--- src/rtl/pipeline_hazard_controller_if.sv ---
// pipeline_hazard_controller_if: stage register indices/control in, stall/flush/forward controls out
interface pipeline_hazard_controller_if;
  logic [4:0] rs1_d, rs2_d, rs1_e, rs2_e, rd_e, rd_m, rd_w;
  logic       mem_read_e, pc_src_e, reg_write_m, mem_req_m, mem_ready_m, reg_write_w;
  logic       stall_f, stall_d, stall_e, stall_m, flush_d, flush_e, flush_w;
  logic [1:0] forward_a_e, forward_b_e;
  modport master (
    output rs1_d, rs2_d, rs1_e, rs2_e, rd_e, rd_m, rd_w,
    output mem_read_e, pc_src_e, reg_write_m, mem_req_m, mem_ready_m, reg_write_w,
    input  stall_f, stall_d, stall_e, stall_m, flush_d, flush_e, flush_w,
    input  forward_a_e, forward_b_e
  );
  modport slave (
    input  rs1_d, rs2_d, rs1_e, rs2_e, rd_e, rd_m, rd_w,
    input  mem_read_e, pc_src_e, reg_write_m, mem_req_m, mem_ready_m, reg_write_w,
    output stall_f, stall_d, stall_e, stall_m, flush_d, flush_e, flush_w,
    output forward_a_e, forward_b_e
  );
endinterface

--- src/rtl/pipeline_hazard_controller.sv ---
// pipeline_hazard_controller: stall/flush/forward sequencing with memory-wait timeout and stall counter
module pipeline_hazard_controller #(
  parameter int MEM_TIMEOUT = 16,
  parameter int CNT_W       = 32
) (
  input  logic                         clk,
  input  logic                         reset,
  pipeline_hazard_controller_if.slave  hz,
  output logic                         mem_err,
  output logic [CNT_W-1:0]             stall_cycles
);
  localparam int WW = $clog2(MEM_TIMEOUT) + 1;
  typedef enum logic [1:0] {RUN, WAIT, MEM_ERR} state_t;
  state_t        state;
  logic [WW-1:0] wait_cnt;
  logic          freeze, load_use;
  always_comb begin
    hz.forward_a_e = (hz.reg_write_m && hz.rd_m != 5'd0 && hz.rd_m == hz.rs1_e) ? 2'b10 :
                     (hz.reg_write_w && hz.rd_w != 5'd0 && hz.rd_w == hz.rs1_e) ? 2'b01 : 2'b00;
    hz.forward_b_e = (hz.reg_write_m && hz.rd_m != 5'd0 && hz.rd_m == hz.rs2_e) ? 2'b10 :
                     (hz.reg_write_w && hz.rd_w != 5'd0 && hz.rd_w == hz.rs2_e) ? 2'b01 : 2'b00;
  end
  // a taken branch squashes the dependent instruction, so it masks load-use
  always_comb begin
    freeze     = (hz.mem_req_m && !hz.mem_ready_m) || state == MEM_ERR;
    load_use   = hz.mem_read_e && hz.rd_e != 5'd0 && (hz.rd_e == hz.rs1_d || hz.rd_e == hz.rs2_d);
    hz.stall_f = freeze || (!hz.pc_src_e && load_use);
    hz.stall_d = freeze || (!hz.pc_src_e && load_use);
    hz.stall_e = freeze;
    hz.stall_m = freeze;
    hz.flush_w = freeze;
    hz.flush_d = !freeze && hz.pc_src_e;
    hz.flush_e = !freeze && (hz.pc_src_e || load_use);
  end
  always_ff @(posedge clk) begin
    if (reset) begin
      state        <= RUN;
      wait_cnt     <= '0;
      mem_err      <= 1'b0;
      stall_cycles <= '0;
    end else begin
      if (hz.stall_f && !(&stall_cycles)) stall_cycles <= stall_cycles + 1'b1;
      case (state)
        RUN: if (hz.mem_req_m && !hz.mem_ready_m) begin
          state    <= WAIT;
          wait_cnt <= WW'(1);
        end
        WAIT: if (hz.mem_ready_m) begin
          state    <= RUN;
          wait_cnt <= '0;
        end else if (wait_cnt == WW'(MEM_TIMEOUT - 1)) begin
          state   <= MEM_ERR;
          mem_err <= 1'b1;
        end else wait_cnt <= wait_cnt + 1'b1;
        default: ;
      endcase
    end
  end
endmodule
--- src/flat_wrapper.sv ---
// flat-port wrapper written by rule: the top's interface ports become plain ports
module pipeline_hazard_controller_flat 
#(
  parameter int MEM_TIMEOUT = 16,
  parameter int CNT_W       = 32
)
  (clk, reset, mem_err, stall_cycles, hz_rs1_d, hz_rs2_d, hz_rs1_e, hz_rs2_e, hz_rd_e, hz_rd_m, hz_rd_w, hz_mem_read_e, hz_pc_src_e, hz_reg_write_m, hz_mem_req_m, hz_mem_ready_m, hz_reg_write_w, hz_stall_f, hz_stall_d, hz_stall_e, hz_stall_m, hz_flush_d, hz_flush_e, hz_flush_w, hz_forward_a_e, hz_forward_b_e);
  pipeline_hazard_controller_if hz_i ();
  input  logic clk;
  input  logic reset;
  output logic mem_err;
  output logic [CNT_W-1:0] stall_cycles;
  input wire logic [$bits(hz_i.rs1_d)-1:0] hz_rs1_d;
  input wire logic [$bits(hz_i.rs2_d)-1:0] hz_rs2_d;
  input wire logic [$bits(hz_i.rs1_e)-1:0] hz_rs1_e;
  input wire logic [$bits(hz_i.rs2_e)-1:0] hz_rs2_e;
  input wire logic [$bits(hz_i.rd_e)-1:0] hz_rd_e;
  input wire logic [$bits(hz_i.rd_m)-1:0] hz_rd_m;
  input wire logic [$bits(hz_i.rd_w)-1:0] hz_rd_w;
  input wire logic [$bits(hz_i.mem_read_e)-1:0] hz_mem_read_e;
  input wire logic [$bits(hz_i.pc_src_e)-1:0] hz_pc_src_e;
  input wire logic [$bits(hz_i.reg_write_m)-1:0] hz_reg_write_m;
  input wire logic [$bits(hz_i.mem_req_m)-1:0] hz_mem_req_m;
  input wire logic [$bits(hz_i.mem_ready_m)-1:0] hz_mem_ready_m;
  input wire logic [$bits(hz_i.reg_write_w)-1:0] hz_reg_write_w;
  output wire logic [$bits(hz_i.stall_f)-1:0] hz_stall_f;
  output wire logic [$bits(hz_i.stall_d)-1:0] hz_stall_d;
  output wire logic [$bits(hz_i.stall_e)-1:0] hz_stall_e;
  output wire logic [$bits(hz_i.stall_m)-1:0] hz_stall_m;
  output wire logic [$bits(hz_i.flush_d)-1:0] hz_flush_d;
  output wire logic [$bits(hz_i.flush_e)-1:0] hz_flush_e;
  output wire logic [$bits(hz_i.flush_w)-1:0] hz_flush_w;
  output wire logic [$bits(hz_i.forward_a_e)-1:0] hz_forward_a_e;
  output wire logic [$bits(hz_i.forward_b_e)-1:0] hz_forward_b_e;
  assign hz_i.rs1_d = hz_rs1_d;
  assign hz_i.rs2_d = hz_rs2_d;
  assign hz_i.rs1_e = hz_rs1_e;
  assign hz_i.rs2_e = hz_rs2_e;
  assign hz_i.rd_e = hz_rd_e;
  assign hz_i.rd_m = hz_rd_m;
  assign hz_i.rd_w = hz_rd_w;
  assign hz_i.mem_read_e = hz_mem_read_e;
  assign hz_i.pc_src_e = hz_pc_src_e;
  assign hz_i.reg_write_m = hz_reg_write_m;
  assign hz_i.mem_req_m = hz_mem_req_m;
  assign hz_i.mem_ready_m = hz_mem_ready_m;
  assign hz_i.reg_write_w = hz_reg_write_w;
  assign hz_stall_f = hz_i.stall_f;
  assign hz_stall_d = hz_i.stall_d;
  assign hz_stall_e = hz_i.stall_e;
  assign hz_stall_m = hz_i.stall_m;
  assign hz_flush_d = hz_i.flush_d;
  assign hz_flush_e = hz_i.flush_e;
  assign hz_flush_w = hz_i.flush_w;
  assign hz_forward_a_e = hz_i.forward_a_e;
  assign hz_forward_b_e = hz_i.forward_b_e;
  pipeline_hazard_controller #(.MEM_TIMEOUT(MEM_TIMEOUT), .CNT_W(CNT_W)) u_core (.clk(clk), .reset(reset), .hz(hz_i), .mem_err(mem_err), .stall_cycles(stall_cycles));
endmodule
--- config.mk ---
export PLATFORM = sky130hd
export DESIGN_NAME = pipeline_hazard_controller_flat
export DESIGN_NICKNAME = d
export VERILOG_FILES = /design/src/rtl/pipeline_hazard_controller_if.sv /design/src/rtl/pipeline_hazard_controller.sv /design/src/flat_wrapper.sv
export SDC_FILE = /design/constraint.sdc
export NUM_CORES = 1
export LEC_CHECK = 0
export CORE_ASPECT_RATIO = 1.2
export CORE_MARGIN = 2
export CORE_UTILIZATION = 48
export CTS_BUF_LIST = sky130_fd_sc_hd__clkbuf_4 sky130_fd_sc_hd__clkbuf_8 sky130_fd_sc_hd__clkbuf_16
export DETAILED_ROUTE_END_ITERATION = 10
export PLACE_DENSITY = 0.85
export RECOVER_POWER = 50
export SYNTH_ARGS = -nofsm -noshare
export SYNTH_HDL_FRONTEND = slang
export SYNTH_SLANG_ARGS = --single-unit
--- constraint.sdc ---
create_clock -name clk -period 3.7 [get_ports clk]
set_clock_uncertainty 0.2 [all_clocks]
set_input_delay 0.74 -clock clk [delete_from_list [all_inputs] [get_ports clk]]
set_output_delay 0.74 -clock clk [all_outputs]
set_load 0.03 [all_outputs]
==> metrics.txt <==
slowest CP cell or4_1; Port Buf Inserts 86; clock-pin slew on the worst setup and hold paths roughly 0.07 ns; Top delay family on crit path buffers and inverters; Comb power frac 16.3%; Switch Pwr 0.000235 W; CP endpoint kind primary output; number of global-route vias before repair 2325; Seq cells post-synth 40; setup TNS 0 ns; worst slew pin tran between 0.8 and 0.9 ns; final core utilization 70.6%; antenna cell count 0; Final Cycle Share 95.3%; Core Rows 28; fmax 0.283 GHz; H-tree depth 2; crit path buf inv count 4; Hold Crit Class register to register; DP HPWL 4580 um; Initial Util 49.3%; pwr dens ~280 mW/mm^2; Die ar. 0.00559 mm^2; Slew headroom roughly two fifths; Tmin final 3.53 ns; final setup vio count 0; gr ovfl total 0; ANT nets after route 0; Avg Synthesized Cell Area between 7 and 8 um^2; startpoint types input pin; Layout Nets between 400 and 500; Clock power frac 37.6%; CP dominant cell by count buf_4; CP Data Required Time 2.76 ns; # IOs 87; final worst slack 0.172 ns; Via Count 2505; TritonCTS clock tree yes; Post-Syn Instances slightly above 300; # fillers about 380; crit path kind input pin to primary output; largest net degree at the start of global routing 30; syn nets 350; critical-path maximum fanout 29; WL/cell approximately 13 um; antenna violations before repair 0; post-synth cell types 33; initial drt markers 146; Synthesis Warnings 0; Die H 81.5 um; CP max stage delay 0.55 ns; max_cap viols 0; layout cells sized above 1 5.64%; sequential share of power 46.1%; Hold Violations, Final 0; max-slew violation total from the final report 0; via/cell ratio roughly 5.6; RSZ-0062 raised after global routing no; Routability Congestion 0.794; clk buf depth 2; pre-CTS WS slightly above 0.01 ns; GRT Util Overall 22.7%; Die X-Extent 68.6 um; routed wire length 5960 um; cell chain of the critical path clkdlybuf4s50_1 > or4_1 > o21ai_0 > buf_4 > o31ai_4 > buf_12 > buf_4; Max VDD drop around 0.15 mV; P_int 0.000714 W; clock buffer count from CTS 5; core area 0.00487 mm^2; register area share after synthesis 33.3%; clock sinks 40; Post-Syn Area 0.00240 mm^2; Pleak around 1.4 nW; switch share between 20% and 30%; DRC Markers 0; first-pass GRT wire length 9820 um; DR pass1 iterations 4; status complete, no violations; area grow syn2layout 43.0%; CP arrival 2.59 ns; Clock Tree Root clkbuf_8; cts hold-fix bufs 0; Worst-Skew Late Latency slightly below 0.3 ns
## stage by stage
stage                     area [um^2]  instances  hold WS, ns  total power (W)
after floorplan                  2400        304        0.253         0.000521
after global placement           3320        442        0.252         0.000600
after detailed placement         3320        442        0.263         0.000604
after CTS                        3430        450        0.283         0.000955
after global routing             3440        450        0.312         0.000992
final                            3440        450        0.274         0.000949
## routing by layer
| metal | share of wire, % | global-route usage [%] | routed length (um) | vias up |
|---|---|---|---|---|
| met2 | 51 | 41.1 | 3050 | 103 |
| met3 | 7.3 | 5.21 | 433 | 13 |
| met4 | 2.4 | 8.40 | 144 | 0 |
| met5 | 0 | 0 | 0 | - |
| met1 | 39 | 25.1 | 2330 | 1162 |
| li1 | - | - | - | 1227 |
## cells in the mapped netlist
master	count	area, um^2
and2_1	3	18.8
nor4_1	5	31.3
nor2_1	51	191
inv_1	8	30.0
nor3_1	5	25.0
a22oi_1	1	7.51
nor3_2	1	10.0
xor2_1	48	420
nand2_4	1	11.3
o41a_1	1	11.3
nand2_1	14	52.6
or3_1	4	25.0
dfxtp_1	40	801
and4_1	6	52.6
buf_2	4	20.0
or4_1	8	60.1
ha_1	3	37.5
mux2i_1	1	10.0
o21ai_0	10	50.1
buf_4	3	22.5
o21ba_2	1	10.0
and3_1	11	68.8
nand3b_1	1	7.51
nand4_1	12	75.1
a21oi_1	14	70.1
a311o_1	1	10.0
nor2b_1	1	6.26
o21ai_1	1	5.00
nand3_1	29	145
clkbuf_1	7	26.3
o31ai_1	1	7.51
o31ai_4	1	21.3
xnor2_1	7	61.3
## state kept, by name, summed over array words and instances, names as in the netlist
signal,cells
u_core.stall_cycles,32
u_core.wait_cnt,5
u_core.state,2
u_core.mem_err,1
## final cells by class
class	instances	area (um^2)	share of cell area (%)
clock buffers	5	68.8	2.00
clock inverters	3	42.5	1.24
inverters	8	30.0	0.874
multi-input cells	242	1500	43.7
flip-flops and latches	40	801	23.3
well taps	60	75.1	2.18
repair buffers	92	916	26.7
## layout by cell type, fill, tap and decap left out, types with 3 or more instances in the layout
| cell type | n |
|---|---|
| inv_1 | 8 |
| nand3_1 | 29 |
| nor2_1 | 51 |
| dlymetal6s2s_1 | 3 |
| nor3_1 | 5 |
| xnor2_1 | 7 |
| and4_1 | 6 |
| nor4_1 | 5 |
| or3_1 | 4 |
| and2_1 | 3 |
| and3_1 | 11 |
| o21ai_0 | 10 |
| clkbuf_8 | 5 |
| dfxtp_1 | 40 |
| buf_4 | 9 |
| a21oi_1 | 14 |
| ha_1 | 3 |
| nand4_1 | 12 |
| clkdlybuf4s50_1 | 44 |
| xor2_1 | 48 |
| dlygate4sd3_1 | 35 |
| or4_1 | 8 |
| nand2_1 | 14 |
## power groups by stage
| stage | sequential [W] | combinational (W) | clock (W) |
|---|---|---|---|
| floorplan | 0.000450 | 0.0000703 | 0 |
| global placement | 0.000448 | 0.000153 | 0 |
| detailed placement | 0.000448 | 0.000156 | 0 |
| CTS | 0.000438 | 0.000157 | 0.000360 |
| global route | 0.000438 | 0.000169 | 0.000385 |
| finish | 0.000437 | 0.000155 | 0.000357 |
## repair_timing
item | in CTS | in global routing
hold endpoints to repair | 0 | 0
gates resized for setup | 0 | 4
buffers inserted | 0 | 0
setup endpoints to repair | 0 | 4
## worst reg2reg max path, cell delays in order, from the launching register on
cell and delay [ns]:
dfxtp_1 0.42, and4_1 0.28, and4_1 0.36, and2_1 0.28, nand3_1 0.41, buf_4 0.35, nand4_1 0.12, xor2_1 0.15
nor2_1 0.05
## worst paths after layout
kind	start	to	slack (ns)	depth (start not counted)
worst min register to register	u_core.mem_err	u_core.mem_err	0.27	2
worst max register to register	u_core.stall_cycles[2]	u_core.stall_cycles[25]	0.94	8
worst max-delay path	hz_rd_e[0]	hz_stall_d	0.17	7
worst min-delay path	u_core.mem_err	u_core.mem_err	0.27	2
## logic make-up (layout without fill, tap and decap cells)
logic type      Yosys count  after routing  synth area share, %
compound gates           31             31                 8.02
xor+xnor                 55             55                 20.1
fa+ha+maj                 3              3                 1.56
buf+inv                  22            108                 4.11
flops                    40             40                 33.3
mux                       1              1                0.417
simple gates            152            152                 32.5
Power figures use the tool's default switching activity.
